`src/rtl/btn_reader_if.sv`:
```
// Button reader bus: raw pins in, debounced level and event pulses out.
interface btn_reader_if #(
  parameter int NUM_BTN = 4
);
  logic [NUM_BTN-1:0] i_btn;
  logic [NUM_BTN-1:0] o_state;
  logic [NUM_BTN-1:0] o_press;
  logic [NUM_BTN-1:0] o_release;
  logic [NUM_BTN-1:0] o_hold;

  // Board/testbench side drives the pins and observes the events.
  modport master (output i_btn, input o_state, o_press, o_release, o_hold);
  // Reader side.
  modport slave  (input i_btn, output o_state, o_press, o_release, o_hold);
endinterface

```
`src/rtl/btn_reader.sv`:
```
// Push-button reader: per-channel 2-flop sync, debounce, press/release
// pulses and hold/auto-repeat pulses. Channels are fully independent.
module btn_reader #(
  parameter int NUM_BTN       = 4,
  parameter int ACTIVE_LOW    = 1,
  parameter int DB_CYCLES     = 500000,
  parameter int HOLD_CYCLES   = 50000000,
  parameter int REPEAT_CYCLES = 10000000
) (
  input  logic         clk,
  input  logic         rst_n,
  btn_reader_if.slave  bus
);

  // Idle pin level; also the XOR mask that normalises samples to 1 = pressed.
  localparam logic INACT = (ACTIVE_LOW != 0);

  localparam int DW  = (DB_CYCLES > 1)     ? $clog2(DB_CYCLES)     : 1;
  localparam int HW0 = (HOLD_CYCLES > 1)   ? $clog2(HOLD_CYCLES)   : 1;
  localparam int RW0 = (REPEAT_CYCLES > 1) ? $clog2(REPEAT_CYCLES) : 1;
  // One hold counter serves both the initial hold and the repeat period.
  localparam int HW  = (HW0 > RW0) ? HW0 : RW0;

  localparam logic [DW-1:0] DB_TC   = DW'(DB_CYCLES - 1);
  localparam logic [HW-1:0] HOLD_TC = HW'(HOLD_CYCLES - 1);
  localparam logic [HW-1:0] REP_TC  = HW'((REPEAT_CYCLES > 0) ? REPEAT_CYCLES - 1 : 0);

  typedef enum logic [1:0] {HS_IDLE, HS_PRESSED, HS_REPEAT} hstate_e;

  logic [NUM_BTN-1:0] state_v, press_v, rel_v, hold_v;

  for (genvar g = 0; g < NUM_BTN; g++) begin : g_ch
    logic          s1_q, s2_q, p;
    logic          state_q, state_d;
    logic          press_q, press_d, rel_q, rel_d, hold_q, hold_d;
    logic [DW-1:0] dc_q, dc_d;
    logic [HW-1:0] hc_q, hc_d;
    hstate_e       hs_q, hs_d;

    assign p = s2_q ^ INACT;

    // Two-flop synchroniser; resets to the idle pin level.
    always_ff @(posedge clk or negedge rst_n) begin
      if (!rst_n) begin
        s1_q <= INACT;
        s2_q <= INACT;
      end else begin
        s1_q <= bus.i_btn[g];
        s2_q <= s1_q;
      end
    end

    // Debounce, pulse and hold-FSM state registers.
    always_ff @(posedge clk or negedge rst_n) begin
      if (!rst_n) begin
        state_q <= 1'b0;
        press_q <= 1'b0;
        rel_q   <= 1'b0;
        hold_q  <= 1'b0;
        dc_q    <= '0;
        hc_q    <= '0;
        hs_q    <= HS_IDLE;
      end else begin
        state_q <= state_d;
        press_q <= press_d;
        rel_q   <= rel_d;
        hold_q  <= hold_d;
        dc_q    <= dc_d;
        hc_q    <= hc_d;
        hs_q    <= hs_d;
      end
    end

    // Next state: debounce first, then hold FSM; a level change overrides the FSM.
    always_comb begin
      state_d = state_q;
      press_d = 1'b0;
      rel_d   = 1'b0;
      hold_d  = 1'b0;
      dc_d    = '0;
      hc_d    = hc_q;
      hs_d    = hs_q;

      if (p != state_q) begin
        if (dc_q == DB_TC) begin
          state_d = p;
          press_d = p;
          rel_d   = ~p;
        end else begin
          dc_d = dc_q + 1'b1;
        end
      end

      case (hs_q)
        HS_IDLE: hc_d = '0;
        HS_PRESSED: begin
          if (hc_q == HOLD_TC) begin
            hold_d = 1'b1;
            hc_d   = '0;
            hs_d   = HS_REPEAT;
          end else begin
            hc_d = hc_q + 1'b1;
          end
        end
        HS_REPEAT: begin
          if (REPEAT_CYCLES == 0) begin
            hc_d = '0;
          end else if (hc_q == REP_TC) begin
            hold_d = 1'b1;
            hc_d   = '0;
          end else begin
            hc_d = hc_q + 1'b1;
          end
        end
        default: begin
          hs_d = HS_IDLE;
          hc_d = '0;
        end
      endcase

      // Press starts the hold timer; release kills any coincident hold pulse.
      if (press_d) begin
        hs_d   = HS_PRESSED;
        hc_d   = '0;
        hold_d = 1'b0;
      end
      if (rel_d) begin
        hs_d   = HS_IDLE;
        hc_d   = '0;
        hold_d = 1'b0;
      end
    end

    assign state_v[g] = state_q;
    assign press_v[g] = press_q;
    assign rel_v[g]   = rel_q;
    assign hold_v[g]  = hold_q;
  end

  assign bus.o_state   = state_v;
  assign bus.o_press   = press_v;
  assign bus.o_release = rel_v;
  assign bus.o_hold    = hold_v;

endmodule

```
`src/flat_wrapper.sv`:
```
// flat-port wrapper written by rule: the top's interface ports become plain ports
module btn_reader_flat 
#(
  parameter int NUM_BTN       = 4,
  parameter int ACTIVE_LOW    = 1,
  parameter int DB_CYCLES     = 500000,
  parameter int HOLD_CYCLES   = 50000000,
  parameter int REPEAT_CYCLES = 10000000
)
  (clk, rst_n, bus_i_btn, bus_o_state, bus_o_press, bus_o_release, bus_o_hold);
  btn_reader_if #(.NUM_BTN(NUM_BTN)) bus_i ();
  input  logic clk;
  input  logic rst_n;
  input wire logic [$bits(bus_i.i_btn)-1:0] bus_i_btn;
  output wire logic [$bits(bus_i.o_state)-1:0] bus_o_state;
  output wire logic [$bits(bus_i.o_press)-1:0] bus_o_press;
  output wire logic [$bits(bus_i.o_release)-1:0] bus_o_release;
  output wire logic [$bits(bus_i.o_hold)-1:0] bus_o_hold;
  assign bus_i.i_btn = bus_i_btn;
  assign bus_o_state = bus_i.o_state;
  assign bus_o_press = bus_i.o_press;
  assign bus_o_release = bus_i.o_release;
  assign bus_o_hold = bus_i.o_hold;
  btn_reader #(.NUM_BTN(NUM_BTN), .ACTIVE_LOW(ACTIVE_LOW), .DB_CYCLES(DB_CYCLES), .HOLD_CYCLES(HOLD_CYCLES), .REPEAT_CYCLES(REPEAT_CYCLES)) u_core (.clk(clk), .rst_n(rst_n), .bus(bus_i));
endmodule
```
`config.mk`:
```
export PLATFORM = sky130hd
export DESIGN_NAME = btn_reader_flat
export DESIGN_NICKNAME = d
export VERILOG_FILES = /design/src/rtl/btn_reader_if.sv /design/src/rtl/btn_reader.sv /design/src/flat_wrapper.sv
export SDC_FILE = /design/constraint.sdc
export NUM_CORES = 1
export LEC_CHECK = 0
export CELL_PAD_IN_SITES_DETAIL_PLACEMENT = 1
export CELL_PAD_IN_SITES_GLOBAL_PLACEMENT = 1
export CORE_UTILIZATION = 53
export DETAILED_ROUTE_END_ITERATION = 8
export PLACE_DENSITY_LB_ADDON = 0.1
export SYNTH_ARGS = -nofsm -noshare
export SYNTH_HDL_FRONTEND = slang
export SYNTH_SLANG_ARGS = --single-unit
export TNS_END_PERCENT = 1
```
`constraint.sdc`:
```
create_clock -name clk -period 6.88 [get_ports clk]
set_input_delay 2.064 -clock clk [delete_from_list [all_inputs] [get_ports clk]]
set_output_delay 2.064 -clock clk [all_outputs]
set_load 0.02 [all_outputs]
```
==> out/qor.csv <==
stage;metric;value;unit
routing;wl;23600;um
pwr;power_leakage;4.68;nW
routing;antenna_left;0;
cts;cts-htree-levels;1;
run_status;status;finished clean;
sta;max_slew_margin;0.213;
floorplanning;rows;51;
routing;drtPass1Iterations;4;
critical_path;worstSetupEndpointType;output pin;
routing;drcViolationCount;0;
critical_path;startpoint_type;register;
routing;vias;7862;
job;maxCapViolations;0;
critical_path;cp_data_arrival_time;1640;ps
critical_path;crit_required;4820;ps
synthesis;yosys_warnings;0;
sta;period_minus_slack;3700;ps
grt;grt_overflow;0;
critical_path;startpoint;u_core.g_ch[3].state_q$_DFFE_PN0P_;
cts;cts.sinks;212;
pwr;power_density;223;nW/um2
floorplanning;coreArea;19600;um2
critical_path;critical_path.max_stage_delay;650;ps
layout;fin_nets;1150;
grt;grt_pass1_wl;40700;um
grt;antenna_found_initial;0;
min_path;hold_path.class;reg -> reg;
layout;multi_input_area;4950;um2
floorplanning;fp.dieH;144;um
cts;cts_tree;done;
synthesis;synth_edf_count;0;
cts;cts_made_buffers;25;
sta;maxSlewViolCount;0;
sta;tightest_slew;1170;ps
layout;area_growth;10.9;%
synthesis;yosys.area.top_type;dfrtp_1;
floorplanning;die_area;20700;um2
floorplanning;ios;22;
pwr;vdd_ir_drop_max;0.199;mV
routing;wl_per_cell;16.8;um
critical_path;rr_startpoint;u_core.g_ch[3].dc_q[12]$_DFF_PN0_;
critical_path;cpMaxStageDelayCell;clkdlybuf4s50_1;
cts;cts.repair.resized;0;
sta;fin_tns_setup;0;ps
cts;post_cts_buffers;0;
routing;drtIter0Drc;225;
sta;period_share;0.538;
floorplanning;die_width;144;um
cts;postCtsHoldBufs;0;
grt;grt_max_degree;132;
synthesis;ys.flop_type;dfrtp_1;
layout;final_core_util;0.603;
critical_path;cp.depth;1;
synthesis;synth_area_leaders;dfrtp_1 (48%), nor2_1 (8.0%), xor2_1 (7.4%);
cts;insertion_delay;520;ps
critical_path;cp_cell_sequence;clkdlybuf4s50_1;
cts;cts.clk_slew.worst_paths;60;ps
synthesis;yosys.area.top_type_share;0.480;
sta;rsz0062_at_grt;no;
layout;drive_gt1_frac;0.0510;
layout;n_antenna_cell;0;
critical_path;r2r-end;u_core.g_ch[3].hc_q[16]$_DFF_PN0_;
critical_path;crit_family;buffers and inverters;
synthesis;syn_area_per_cell;9.61;um2
grt;grt_usage;0.245;
grt;grt_pass1_vias;8270;
critical_path;ff2ff_setup_slack;4040;ps
synthesis;synth_nets;1138;
critical_path;cp-endpoint;bus_o_state[3];
placed_design;pre_cts_ws;3410;ps
floorplanning;start_util;0.543;
routing;routed_via_density;5.60;
sta;hold_violations;0;
placed_design;io_buffer_count;21;
sta;finalClockSkew;10.8;ps
pwr;power;2.63;mW
layout;fillers;2181;
cts;clock_path_buffers;3;
layout;regArea;5320;um2
synthesis;ys_ff_latch;212;
critical_path;cp_max_fo;7;
cts;cts_root_buffer;clkbuf_16;
synthesis;synth_cells;1108;
sta;fin_ws;3180;ps
synthesis;yosysSeqAreaShare;0.499;
placed_design;place_congestion;0.790;
synthesis;synthArstFlopShare;1.00;
sta;setup_viol;0;
synthesis;synth_cell_type_count;53;
placed_design;place_hpwl;15100;um
synthesis;synthesis.area;10600;um2
critical_path;critPathKind;reg -> out;
critical_path;worst_r2r_path_depth;4;
sta;fmax;0.270;GHz
critical_path;crit_buf_inv;1;
[synthesized netlist by cell type (6+ instances only)]
cell and n:
nand4_1 56, buf_2 6, xor2_1 90, and3_1 28
and2_1 7, xnor2_1 77, inv_1 41, nand3_1 71
and4_1 10, buf_4 16, clkbuf_1 14, dfstp_2 8
nor4bb_1 6, nor4_1 23, or3_1 6, dfrtp_1 204
a21oi_1 7, nand2_1 70, nor3_1 42, or4_1 6
o21ai_0 11, nor4b_1 9, nor2_1 226, ha_1 24
[cells in the final DEF, fill, tap and decap left out, types with 8 or more instances in the layout]
cell type        instances
nor2_1                 226
clkdlybuf4s50_1         20
and4_1                  10
xor2_1                  90
dfrtp_1                204
inv_1                   41
nor3_1                  42
and3_1                  28
xnor2_1                 77
dfstp_2                  8
nor4b_1                  9
nand2_1                 70
clkbuf_16               25
o21ai_0                 11
ha_1                    24
nor4_1                  23
nand4_1                 56
nand3_1                 71
[per-layer routing]
layer | routed length (um) | GRT usage | share of wire | vias to the layer above
met2 | 11700 | 0.422 | 0.49 | 85
li1 | - | - | - | 3791
met3 | 529 | 0.0307 | 0.022 | 38
met5 | 0 | 0 | 0 | -
met4 | 501 | 0.0672 | 0.021 | 0
met1 | 10900 | 0.324 | 0.46 | 3948
[layout make-up]
cell class                 instances  area share
clock buffer                      39      0.0634
timing repair buffer              23      0.0195
sequential                       212       0.450
clock inverter                     6     0.00678
multi-input combinational        817       0.419
tap                              265      0.0281
inverter                          41      0.0130
[cells by family after synthesis]
group	synth area share
and+or+nand+nor	0.272
DFF	0.499
xor gates and xnor gates	0.137
buffers and inverters	0.0356
AOI/OAI and AO/OA	0.0262
adders and majority gates	0.0282
muxes	0.000940
[flip-flops by register name (all words and copies together), names as in the netlist]
signal,cells
u_core.g_ch.dc_q,76
u_core.g_ch.hc_q,104
u_core.g_ch.hold_q,4
u_core.g_ch.rel_q,4
u_core.g_ch.press_q,4
u_core.g_ch.state_q,4
u_core.g_ch.s2_q,4
u_core.g_ch.hs_q,8
u_core.g_ch.s1_q,4
[worst min path at each step]
stage | start | end | cells after the start
2_1_floorplan | u_core.g_ch[0].s1_q$_DFF_PN1_ | u_core.g_ch[0].s2_q$_DFF_PN1_ | 0
3_5_place_dp | u_core.g_ch[0].s1_q$_DFF_PN1_ | u_core.g_ch[0].s2_q$_DFF_PN1_ | 0
5_1_grt | u_core.g_ch[2].s1_q$_DFF_PN1_ | u_core.g_ch[2].s2_q$_DFF_PN1_ | 0
4_1_cts | u_core.g_ch[0].s1_q$_DFF_PN1_ | u_core.g_ch[0].s2_q$_DFF_PN1_ | 0
3_3_place_gp | u_core.g_ch[0].s1_q$_DFF_PN1_ | u_core.g_ch[0].s2_q$_DFF_PN1_ | 0
6_report | u_core.g_ch[0].s1_q$_DFF_PN1_ | u_core.g_ch[0].s2_q$_DFF_PN1_ | 0
[stage by stage]
stage	cells	hold WS, ps	cell area (um2)
finish	1403	352	11800
global route	1403	360	11800
CTS	1403	354	11800
detailed placement	1358	348	11000
global placement	1358	347	11000
floorplan	1108	345	10600
[power breakdown]
group	internal, mW	switching [mW]	leakage (nW)	total, mW
registers	1.26	0.00829	2.93	1.27
clock network	0.816	0.500	0.411	1.32
logic	0.0102	0.0368	1.35	0.0470
No activity file was read; power rests on OpenSTA's default activity.
